$ cat src/rtl/spi_cmd_decoder.sv
// SPI command decoder: command byte, LSB-first payload, then a 0x00 kick commits the staged
// word to one oscillator register. Optional frame timeout when CMD_TIMEOUT_EN is defined.
module spi_cmd_decoder #(
    parameter int FREQ_W         = 24,
    parameter int PHASE_W        = 16,
    parameter int AMP_W          = 16,
    parameter int TIMEOUT_CYCLES = 250000
) (
    input  logic               i_clk50mhz,
    input  logic               i_rst_n,
    input  logic [7:0]         i_rx_byte,
    input  logic               i_rx_valid,
    output logic [2:0]         o_osc1_wave,
    output logic [FREQ_W-1:0]  o_osc1_freq,
    output logic [PHASE_W-1:0] o_osc1_phase,
    output logic [AMP_W-1:0]   o_osc1_amp,
    output logic [2:0]         o_osc2_wave,
    output logic [FREQ_W-1:0]  o_osc2_freq,
    output logic [PHASE_W-1:0] o_osc2_phase,
    output logic [AMP_W-1:0]   o_osc2_amp,
    output logic [1:0]         o_update,
    output logic               o_err,
    output logic               o_busy
);

    typedef enum logic [1:0] {ST_IDLE, ST_PAYLOAD, ST_KICK} state_t;

    localparam logic [1:0] K_WAVE  = 2'd0;
    localparam logic [1:0] K_FREQ  = 2'd1;
    localparam logic [1:0] K_PHASE = 2'd2;

    // Payload length of a command byte; zero means "not a command".
    function automatic logic [1:0] cmd_len(input logic [7:0] b);
        if (b[7:5] != 3'b000 || b[3])
            return 2'd0;
        case (b[2:0])
            3'd1:       return 2'd1;
            3'd2:       return 2'd3;
            3'd3, 3'd4: return 2'd2;
            default:    return 2'd0;
        endcase
    endfunction

    state_t             state_q;
    logic               osc_sel_q;
    logic [1:0]         kind_q;
    logic [1:0]         len_q;
    logic [1:0]         byte_cnt_q;
    logic [23:0]        staging_q;
    logic [1:0]         update_q;
    logic               err_q;
    logic [2:0]         wave_q  [2];
    logic [FREQ_W-1:0]  freq_q  [2];
    logic [PHASE_W-1:0] phase_q [2];
    logic [AMP_W-1:0]   amp_q   [2];
    logic [1:0]         new_len;

    assign new_len = cmd_len(i_rx_byte);

`ifdef CMD_TIMEOUT_EN
    localparam int TO_W = (TIMEOUT_CYCLES > 2) ? $clog2(TIMEOUT_CYCLES) : 1;
    localparam logic [TO_W-1:0] TO_LAST = TO_W'(TIMEOUT_CYCLES - 1);
    logic [TO_W-1:0] to_cnt_q;
`endif

    always_ff @(posedge i_clk50mhz or negedge i_rst_n) begin
        if (!i_rst_n) begin
            state_q    <= ST_IDLE;
            osc_sel_q  <= 1'b0;
            kind_q     <= K_WAVE;
            len_q      <= 2'd0;
            byte_cnt_q <= 2'd0;
            staging_q  <= '0;
            update_q   <= 2'b00;
            err_q      <= 1'b0;
            for (int i = 0; i < 2; i++) begin
                wave_q[i]  <= '0;
                freq_q[i]  <= '0;
                phase_q[i] <= '0;
                amp_q[i]   <= '0;
            end
`ifdef CMD_TIMEOUT_EN
            to_cnt_q <= '0;
`endif
        end else begin
            update_q <= 2'b00;
            err_q    <= 1'b0;
`ifdef CMD_TIMEOUT_EN
            if (state_q == ST_IDLE || i_rx_valid)
                to_cnt_q <= '0;
            else
                to_cnt_q <= to_cnt_q + 1'b1;
`endif
            if (i_rx_valid) begin
                case (state_q)
                    ST_PAYLOAD: begin
                        case (byte_cnt_q)
                            2'd0:    staging_q[7:0]   <= i_rx_byte;
                            2'd1:    staging_q[15:8]  <= i_rx_byte;
                            default: staging_q[23:16] <= i_rx_byte;
                        endcase
                        byte_cnt_q <= byte_cnt_q + 2'd1;
                        if (byte_cnt_q == len_q - 2'd1)
                            state_q <= ST_KICK;
                    end
                    default: begin
                        if (i_rx_byte == 8'h00) begin
                            if (state_q == ST_KICK) begin
                                case (kind_q)
                                    K_WAVE:  wave_q[osc_sel_q]  <= staging_q[2:0];
                                    K_FREQ:  freq_q[osc_sel_q]  <= staging_q[FREQ_W-1:0];
                                    K_PHASE: phase_q[osc_sel_q] <= staging_q[PHASE_W-1:0];
                                    default: amp_q[osc_sel_q]   <= staging_q[AMP_W-1:0];
                                endcase
                                update_q <= osc_sel_q ? 2'b10 : 2'b01;
                            end
                            state_q <= ST_IDLE;
                        end else begin
                            // A nonzero byte where a kick was due breaks the frame,
                            // but is still decoded as a fresh command.
                            if (state_q == ST_KICK || new_len == 2'd0)
                                err_q <= 1'b1;
                            staging_q <= '0;
                            if (new_len != 2'd0) begin
                                osc_sel_q  <= i_rx_byte[4];
                                kind_q     <= 2'(i_rx_byte[2:0] - 3'd1);
                                len_q      <= new_len;
                                byte_cnt_q <= 2'd0;
                                state_q    <= ST_PAYLOAD;
                            end else begin
                                state_q <= ST_IDLE;
                            end
                        end
                    end
                endcase
            end
`ifdef CMD_TIMEOUT_EN
            else if (state_q != ST_IDLE && to_cnt_q == TO_LAST) begin
                staging_q <= '0;
                err_q     <= 1'b1;
                state_q   <= ST_IDLE;
            end
`endif
        end
    end

    assign o_osc1_wave  = wave_q[0];
    assign o_osc1_freq  = freq_q[0];
    assign o_osc1_phase = phase_q[0];
    assign o_osc1_amp   = amp_q[0];
    assign o_osc2_wave  = wave_q[1];
    assign o_osc2_freq  = freq_q[1];
    assign o_osc2_phase = phase_q[1];
    assign o_osc2_amp   = amp_q[1];
    assign o_update     = update_q;
    assign o_err        = err_q;
    assign o_busy       = (state_q != ST_IDLE);

endmodule

$ cat config.mk
export PLATFORM = sky130hd
export DESIGN_NAME = spi_cmd_decoder
export DESIGN_NICKNAME = d
export VERILOG_FILES = /design/src/rtl/spi_cmd_decoder.sv
export SDC_FILE = /design/constraint.sdc
export NUM_CORES = 1
export LEC_CHECK = 0
export CORE_UTILIZATION = 30
export DETAILED_ROUTE_END_ITERATION = 8
export PLACE_DENSITY = 0.52
export SLEW_MARGIN = 20
export SYNTH_ARGS = -nofsm -noshare
export SYNTH_HDL_FRONTEND = slang
export SYNTH_SLANG_ARGS = --single-unit
$ cat constraint.sdc
create_clock -name i_clk50mhz -period 2.4 [get_ports i_clk50mhz]
set_input_delay 0.24 -clock i_clk50mhz [delete_from_list [all_inputs] [get_ports i_clk50mhz]]
set_output_delay 0.24 -clock i_clk50mhz [all_outputs]
set_load 0.02 [all_outputs]
==> metrics list <==
- Worst-case vdd ir drop: 0.000446 V
- The min-delay analysis places its worst path in the category in -> async.
- In this run the vertical extent of the chip is 147 um.
* Resize count post-CTS: 0
* Fraction of power consumed by the clock network: 43.3%
* Final HPWL DP: 11.5 mm
- Clock tree synthesis selected as its root buffer the cell clkbuf_16.
* Via density per instance: 4.65
- CTS tree: yes
* Final critical-path required period: 2280 ps
- Data on the critical path arrives at its endpoint at 2580 ps.
- Result of the run: complete, no violations
* Worst path cell trace: clkdlybuf4s50_1 > inv_1 > ha_1 > nand2b_4 > or4b_4 > buf_12 > nor4_4 > buf_12 > mux2_2
- Async set-reset flop share out of synthesis: 100%
* Via count of the routed design: 4122
- Width of the die: 147 um
* Max-cap check violation count: 0
- Final nets: 621
- Along the worst path, the maximum fanout reaches 20.
- Total Wirelength: 16.5 mm
- Register area share after synthesis: 61.3%
* Initial core utilization: 30.9%
* Post-layout instance count excluding filler cells: 887
- For this run, design rule violations remaining after detail routing come to 0.
* Gpl congestion: 0.808
- Count of port buffers added during placement: 132
- Clock tree synthesis inserted a total of 17 buffers.
- Via count of the first global-routing pass: 4466
* Ranking of synthesized cells by area: dfrtp_1, mux2_2, mux2_4, o2bb2ai_1, nor2b_1
- In this run, synthesis inferred 0 flip-flops with an integrated enable.
- After clock tree synthesis, the clock-pin slew on the worst setup and hold paths is 60 ps.
- Yosys warns: 0
* Antenna cell count: 0
* Combined area of the multi-input logic cells: 0.00228 sq mm
- Psw: 1.75 mW
- For the pin with the worst max-slew slack, the measured transition is 655 ps.
- Pin placement for this block handled 133 I/O pins.
- Internal cell power: 4.95 mW
- Critical path class: in -> reg
- Summed over all cells, the static leakage comes to 4.20 nW.
- CP Capture Type: flip-flop
* Initial DRC count: 200
* Reg power frac: 44.9%
- Highest attainable clock frequency: 439 MHz
* Cell count after placement: 854
- The finished cells cover 0.00892 sq mm.
- Routed len/inst: 18.5 um
- Counting flops and latches in the post-synthesis netlist gives 154.
- Global-route wire length before repair: 26.7 mm
- Distinct cell type count after synthesis: 39
- The largest single stage delay on the critical path is 540 ps.
- Top-area cell type share of the netlist area: 61.3%
- The slowest stage of the critical path is the or4b_4 cell.
- Final setup vio count: 0
- The clock passes through at most 2 buffers.
- Between clock sinks in the finished design, the worst skew comes to 9.33 ps.
* Sequential cell area: 0.00385 sq mm
* Total power divided by cell area: 751 mW/mm^2
- In the final timing run, aggregate negative setup slack is 0 ps.
- Setup repair after global routing left no endpoint under its margin.
- Placed instance area: 0.00826 sq mm
- Num rows: 52
- The first TritonRoute pass finished after 4 iterations.
* Area growth from synthesis to layout: 41.9%
- Synthesized area: 0.00629 sq mm
- dfrtp_1 takes more of the synthesized area than any other cell.
* Critical path launch point type: input pin
- Number of routed nets with antenna violations: 0
* Post CTS Setup Buffer Count: 0
- Fraction of final layout cells sized beyond drive strength 1: 32.7%
- Final count of pins violating max slew: 0
- Combinational logic burns 11.8% of the power.
- Top flip-flop cell by instance count after synthesis: dfrtp_1
* Initial antenna violation count: 0
- Most frequent cell on the critical path: buf_12
- Mean cell area of the mapped netlist: 14.7 sq um
- Summed over all layers, the global routing overflow is 0.
- The worst pin sits at a relative slew slack of 56.4%.
* Insertion delay of the later-clocked pin in the worst-skew pair: 420 ps
- Entering global routing, the biggest net connects 68 pins.
- Counting the fill cells in the layout gives 1879.
- Final Hold Violating Endpoints: 0
- The floorplan step defined a core boundary enclosing 0.0204 sq mm.
* Total nets after synthesis: 446
- The final critical path takes up 94.8% of the cycle.
- The die covers 0.0215 sq mm.
* CTS H-tree depth: 4
- Counting every instance in the synthesized netlist gives 429.
- The clock net in this run drives a total of 154 sinks.
- Critical path data required time: 2700 ps
* Fraction of power spent switching nets: 26.1%
- Total global-route track usage: 16.4%
[metrics by stage]
stage                     utilization (%)  setup WS (ps)  total power, mW  hold WS [ps]
after floorplan                         -            122             3.46         -55.6
after global placement               40.6           -279             3.83           293
after CTS                            43.8            114             6.79           433
after global routing                 43.8           59.5             7.03           451
after detailed placement             40.6           -322             3.86           296
final                                43.8            125             6.70           403
[area by class of cell]
class,count,area share [%]
clock buffers,22,5.43
clock inverters,10,1.82
inverters,8,0.337
multi-input cells,243,25.5
flip-flops and latches,154,43.2
well taps,270,3.79
repair buffers,180,19.9
[logic make-up after synthesis]
logic type,count (synthesis),share of synthesized area (%)
AND/OR/NAND/NOR,58,6.01
buffers and inverters,32,2.55
flip-flops,154,61.3
adder cells (fa/ha/maj),6,1.19
XOR/XNOR,1,0.139
AO/OA/AOI/OAI,57,6.59
multiplexers,121,22.2
[state kept, by name, summed over array words and instances, names as in the netlist, 2 cells and up]
register      flops
state_q           2
o_osc1_phase     16
byte_cnt_q        2
len_q             2
o_osc1_amp       16
kind_q            2
o_osc2_amp       16
o_osc1_freq      24
o_osc2_freq      24
o_osc1_wave       3
o_update          2
o_osc2_wave       3
staging_q        24
o_osc2_phase     16
[worst paths after layout]
check / from / to / slack, ps / cells past startpoint
setup / recovery: i_rx_byte[0] / o_osc2_freq[9] / 120 / 9
hold reg to reg: o_osc2_freq[21] / o_osc2_freq[21] / 500 / 1
min in group i_clk50mhz: o_osc2_freq[21] / o_osc2_freq[21] / 500 / 1
setup reg to reg: state_q[0] / o_osc2_freq[9] / 270 / 5
max in group asynchronous: i_rst_n / o_osc2_amp[3] / 1260 / 3
hold / removal: i_rst_n / o_osc2_phase[0] / 400 / 2
[critical path, delay by kind of cell]
family / cells / cell delay (ps)
adders and majority gates: 1 / 230
buffers and inverters: 4 / 900
and+or+nand+nor: 3 / 840
muxes: 1 / 350
[cell usage after synthesis (2+ instances only)]
cell,number
a21oi_1,21
dfrtp_1,154
inv_1,8
or4_1,2
and2_1,2
buf_6,2
o2bb2ai_1,17
o31ai_1,5
or3_1,3
nand4_1,3
mux2_1,4
or2_2,2
nor4_1,3
nand2b_1,3
a22o_1,8
nor4_4,2
mux2_4,10
mux2_2,105
clkbuf_1,9
nand2_1,3
o41ai_1,2
buf_1,5
nor3_1,5
nor2b_1,17
buf_2,7
mux2i_1,2
nor2_1,8
ha_1,6
[power groups by stage]
| stage | logic (mW) | clock network (mW) | registers (mW) |
|---|---|---|---|
| floorplan | 0.511 | 0 | 2.95 |
| CTS | 0.803 | 2.97 | 3.02 |
| detailed placement | 0.796 | 0 | 3.06 |
| global placement | 0.778 | 0 | 3.05 |
| global route | 0.875 | 3.11 | 3.05 |
| finish | 0.792 | 2.90 | 3.01 |
[what timing repair did]
item | in CTS | in global routing
hold endpoints to repair | 62 | 0
setup endpoints to repair | 0 | 0
hold buffers | 1 | 0
[cell usage in the layout, fill, tap and decap left out, drive strengths merged]
master	Yosys	layout
a21oi	21	21
a221o	1	1
a22o	8	8
a22oi	1	1
and2	2	2
and2b	1	1
buf	15	48
bufinv	0	4
clkbuf	9	22
clkdlybuf4s50	0	131
clkinv	0	3
clkinvlp	0	2
dfrtp	154	154
dlygate4sd3	0	1
ha	6	6
inv	8	9
mux2	119	119
mux2i	2	2
nand2	3	3
nand2b	4	4
nand3	1	1
nand3b	1	1
nand4	3	3
nor2	8	8
nor2b	17	17
nor3	5	5
nor4	5	5
o211ai	1	1
o21ba	1	1
o2bb2ai	17	17
o31ai	5	5
o41ai	2	2
or2	2	2
or3	3	3
or4	2	2
or4b	1	1
xnor2	1	1
[metal layers]
metal	vias to the layer above	share of wire (%)	track usage (%)
li1	1892	-	-
met1	2113	46	21.7
met2	104	47	25.5
met3	13	6.4	5.84
met4	0	0.78	3.91
met5	-	0	0
Note: power is estimated with default switching activity, not from simulation.
==> variant 1: new RTL, config.mk and constraints unchanged <==
Build with the macro `CMD_TIMEOUT_EN` defined.
--- a/src/rtl/spi_cmd_decoder.sv
+++ b/src/rtl/spi_cmd_decoder.sv
@@ -1,4 +1,6 @@
 // SPI command decoder: command byte, LSB-first payload, then a 0x00 kick commits the staged
 // word to one oscillator register. Optional frame timeout when CMD_TIMEOUT_EN is defined.
+`define CMD_TIMEOUT_EN
+
 module spi_cmd_decoder #(
     parameter int FREQ_W         = 24,
Function: same outputs for any inputs over 4 cycles, from zero or initial values and one cycle with i_rst_n low; that may be too few to reach the edited logic, so the function may still have changed.
==> variant 1 against the unedited design <==
Wire length is 1.4% higher. Area after synthesis is 12% higher. Cell area is 7.3% higher. Setup slack better by 64 ps. Sequential cell count is 18 higher. Synthesized cell count is 22% higher. Total power is 3.3% lower. Clock power hardly changed.
==> variant 1: results (changes against the unedited design) <==
Layout
  – Syn-to-layout area delta: 36.22%
  – Finished Layout Cells: 1012 (+14%)
  – Clock buffers: 19 (-14%)
  – Register Area: 4304 µm² (+12%)
  – Sequential cells: 172 (+12%)
  – # fillers: 2135 (+14%)
  – Final clock-cell share: 0.06471 (-0.007806)
  – Invs w/o clock: 20 (+12)
  – Nets: 704 (+13%)
  – Plain + repair buffers: 165 (-8.3%)
  – Non-clk buf share: 0.1748 (-0.02397)
  – Number of multi-input logic gates: 310 (+28%)
  – Area of the multi-input gates: 2507 µm² (+10%)

STA
  – Slew HR: 0.6447 (+0.08109)
  – Hold slack: 351.2 ps (-51.49 ps)
  – Skew final: 12.41 ps (+3.077 ps)
  – Setup WS post-layout: 188.8 ps (+64.31 ps)

Pwr
  – LEAKAGE: 4.452 nW (+6.1%)
  – Reg power frac: 0.480 (+0.031)
  – Max VDD drop: 425.4 µV (-4.6%)
  – Clk. pwr: 2.89 mW (about the same)
  – PwrDens: 677.2 nW/µm² (-9.9%)
  – Switching Share: 0.2487 (-0.01182)

Worst setup path
  – Crit path launch: i_rx_byte[1]
  – Data arrival time of the critical path: 2510 ps (-70 ps)
  – Setup crit end: o_osc1_phase[13]$_DFFE_PN0P_
  – R2R Path Start: to_cnt_q[0]$_DFF_PN0_
  – Reg2Reg Capture Point: staging_q[17]$_DFFE_PN0P_
  – R2R setup slack: 390 ps (+120 ps)
  – Reg2reg path depth: 6 (+1)
  – Crit path max fanout: 16 (-20%)

Drt
  – Initial DRT Pass Iterations: 5 (+1)
  – M1 wire length: 7925 µm (+4.3%)
  – Iter 0 DRT Violations: 247 (+24%)
  – Met3 WL: 646 µm (-39%)
  – Routed len/inst: 16.48 µm (-11%)
  – DR vias: 4610 (+12%)
  – Met2 WL: 7914 µm (+3.2%)

Global routing
  – Global Route Usage Sum: 0.1465 (-0.01736)
  – Largest net degree at the start of global routing: 58 (-15%)
  – Global-route track usage on met2: 0.2370 (-0.01795)
  – Vias in the first global route: 4812 (+7.7%)
  – Met1 usage: 0.1972 (-0.02025)
  – Met3 Usage GRT: 0.03343 (-0.02496)

Placement
  – Number of instances in the placed design: 979 (+15%)
  – Placed instance area: 8941 µm² (+8.2%)
  – Pre-CTS WS: -270.6 ps (+51.89 ps)
  – RePlAce Congestion: 0.7404 (-8.4%)
  – Post-DP HPWL: 11950 µm (+4.2%)

Clocking
  – CTS resizes: 0 (unchanged)

Synth
  – Post-Syn Nets: 540 (+21%)
  – Top area cells in the synthesized netlist: dfrtp_1 61%, mux2_2 19%, nand2_1 2.7%
  – Post-synthesis xor/xnor area fraction: 0.02119 (+0.01980)
  – Multiplexer area fraction after synthesis: 0.2052 (-0.01712)
  – Synth Area in Adders: 0.01389 (+0.001951)
  – Synth cell types: 50 (+28%)
  – Seq/Total Area, Yosys: 0.6126 (about the same)
  – Area fraction in compound gates after synthesis: 0.02600 (-0.03987)
  – Mapped Cells: 522 (+22%)

Outcome
  – Outcome: finished, final reports clean
-- variant 1: changes by cell type after synthesis, moves of 10 or more --
cell | before | now
a21oi_1 | 21 | 1
inv_1 | 8 | 20
nand2_1 | 3 | 50
o21ai_0 | 0 | 16
o2bb2ai_1 | 17 | 1
nor2_1 | 8 | 28
xor2_1 | 0 | 12
nor2b_1 | 17 | 1
mux2_4 | 10 | 0
dfrtp_1 | 154 | 172
mux2_2 | 105 | 118
-- variant 1: worst max-delay path, cell delays in order --
cell             delay (ps)
clkdlybuf4s50_1         430
inv_1                    80
ha_1                    150
or3b_2                  530
nor4_4                  310
and3_2                  260
buf_12                  160
mux2_2                  350
-- variant 1: kinds of logic (layout without fill, tap and decap cells) --
logic type / count (synthesis) / in the layout
DFF: 172 / 172
muxes: 129 / 129
xor gates and xnor gates: 17 / 17
AOI/OAI and AO/OA: 30 / 30
adders and majority gates: 8 / 8
buffers and inverters: 40 / 217
and+or+nand+nor: 126 / 126
==> variant 2: new RTL, same settings <==
Made on the original files. Register the output `o_osc1_phase`, without a reset; this adds one clock of latency there. The other outputs are not delayed to match.
--- a/src/rtl/spi_cmd_decoder.sv
+++ b/src/rtl/spi_cmd_decoder.sv
@@ -147,5 +147,7 @@
     assign o_osc1_wave  = wave_q[0];
     assign o_osc1_freq  = freq_q[0];
-    assign o_osc1_phase = phase_q[0];
+    always_ff @(posedge i_clk50mhz) begin
+        o_osc1_phase <= phase_q[0];
+    end
     assign o_osc1_amp   = amp_q[0];
     assign o_osc2_wave  = wave_q[1];
Check against the original RTL: no difference found for any inputs over 4 cycles, from zero or initial values and one cycle with i_rst_n low; that may be too few to reach the edited logic, so the function may still have changed.
==> variant 2 against the unedited design <==
Wire length fell by 7.3%. Fmax rose by 8.9%. Area after synthesis is 5.2% higher. Non-clock buffer count down 14. Global-route usage shrank 1.9 points. Sequential cell count up 16. Setup slack improved by 190 ps. Register-to-register slack better by 120 ps. Cell area grew 0.32%. Highest routed layer unchanged.
Power is not compared: it rests on default switching activity, and its combinational part moved more than twofold at a synthesized area within 25%.
==> variant 2: results (changes against the unedited design) <==
Synth
  – Seq/Total Area, Yosys: 0.6311 (+0.01817)
  – Async set-reset flop share out of synthesis: 0.9059 (-0.09412)
  – Post-Syn Nets: 436 (-2.2%)
  – Top area cells in the synthesized netlist: dfrtp_1 58%, mux2_2 17%, dfxtp_1 4.8%
  – Synthesis warning total: 0 (unchanged)
  – Synth cell types: 45 (+15%)
  – Commonest cells post-synth: 154 x dfrtp_1, 99 x mux2_2, 21 x a22o_1

Placement
  – Placed instance area: 8389 µm² (+1.5%)
  – Post-DP HPWL: 11000 µm (-4.1%)
  – RePlAce Congestion: 0.8241 (+2.0%)
  – Port Buffers: 132 (unchanged)
  – Pre-CTS WS: -125.1 ps (+197.3 ps)

Layout
  – # fillers: 1960 (+4.3%)
  – Share of post-route cells with drive strength above 1: 0.3385 (+0.01107)
  – Nets: 589 (-5.2%)
  – Antenna diodes: 0 (unchanged)

Drt
  – Routed vias/inst: 4.572 (-1.6%)
  – Iter 0 DRT Violations: 173 (-14%)
  – Initial DRT Pass Iterations: 4 (unchanged)
  – Routed len/inst: 17.74 µm (-4.4%)

Clocking
  – Clock Latency Late Sink: 420 ps (about the same)
  – Htree depth: 4 (unchanged)
  – Root Driver: clkbuf_16
  – Cts bufs inserted: 17 (unchanged)
  – CTS resizes: 0 (unchanged)
  – CTS clk-pin slew, worst paths: 70 ps
  – Clock tree buffer depth: 2 (unchanged)

STA
  – Setup WS post-layout: 310.9 ps (+186.4 ps)
  – Skew final: 13.36 ps (+4.035 ps)
  – Worst-margin pin slew: 593.9 ps (-60.68 ps)

Pwr
  – Max VDD drop: 459.5 µV
  – LEAKAGE: 4.220 nW

Outcome
  – Outcome: finished, final reports clean

Global routing
  – Largest net degree at the start of global routing: 63 (-7.4%)
  – Initial antenna violation count: 0 (unchanged)
  – First-pass GRT wire length: 24290 µm (-9.0%)
  – Global Route Usage Sum: 0.1447 (-0.01915)
  – Vias in the first global route: 4231 (-5.3%)

Min path
  – Worst hold path class: in2async

Worst setup path
  – R2R setup slack: 390 ps (+120 ps)
  – Data arrival time of the critical path: 2390 ps (-190 ps)
  – Crit path max fanout: 6 (-70%)
  – Reg2reg path depth: 6 (+1)
[variant 2: changes by cell type after synthesis, moves of 13 or more]
cell       unedited run  this run
o2bb2ai_1            17         0
a21oi_1              21         2
buf_4                 0        17
nor2b_1              17         3
dfxtp_1               0        16
a22o_1                8        21
[variant 2: path summary, 6_finish.rpt]
check / start / endpoint
worst max-delay path: i_rx_byte[0] / o_osc2_amp[2]$_DFFE_PN0P_
worst min-delay path: i_rst_n / o_osc2_phase[11]$_DFFE_PN0P_
worst max register to register: state_q[0]$_DFFE_PN0P_ / o_osc2_amp[2]$_DFFE_PN0P_
worst min register to register: phase_q[21]$_DFFE_PN0P_ / o_osc1_phase[5]$_DFF_P_
max in group asynchronous: i_rst_n / o_osc1_amp[15]$_DFFE_PN0P_
min in group i_clk50mhz: phase_q[21]$_DFFE_PN0P_ / o_osc1_phase[5]$_DFF_P_
[variant 2: power by group]
| group | internal, mW | switching, mW | leakage (nW) |
|---|---|---|---|
| Combinational | 0.110 | 0.169 | 1.70 |
| Clock | 1.39 | 1.14 | 0.254 |
| Sequential | 2.90 | 0.0555 | 2.26 |
| Total | 4.40 | 1.36 | 4.22 |
[variant 2: cell families (layout without fill, tap and decap cells)]
family,Yosys count,in the layout,synth area share
fa+ha+maj,6,6,0.01135
simple gates,36,36,0.04503
mux,122,122,0.2185
xor+xnor,1,1,0.001324
compound gates,41,41,0.04938
buf+inv,43,209,0.04332
flops,170,170,0.6311
[variant 2: critical path: stages]
cell             delay (ps)
clkdlybuf4s50_1         430
inv_1                    90
ha_1                    180
nor3b_4                 260
nand4_4                 150
buf_4                   200
nor3_4                  260
buf_4                   220
mux2_2                  350
[variant 2: what timing repair did]
item,4_1_cts,5_1_grt
hold buffers,1,0
hold endpoints to repair,60,0
setup buffers,0,0
[variant 2: routing by layer]
metal  track usage  share of wire  up-vias
met5             0              0        -
met4       0.06667          0.027        0
met3       0.03364          0.046       29
met2        0.2364           0.48       94
met1        0.1811           0.44     2020
li1              -              -     1789
[variant 2: metrics by stage]
stage	hold WS, ps	cells
floorplan	-55.59	419
global placement	257.9	827
CTS	365.6	860
detailed placement	263.7	827
global route	376.8	860
finish	362.2	860
[variant 2: cell type report]
class,instances,area [µm²],share of cell area
inverter,11,41.29,0.004614
timing repair buffer,166,1680,0.1878
sequential,170,4174,0.4664
tap,275,344.1,0.03845
multi-input combinational,206,2160,0.2413
clock buffer,21,460.4,0.05145
clock inverter,11,88.84,0.009927
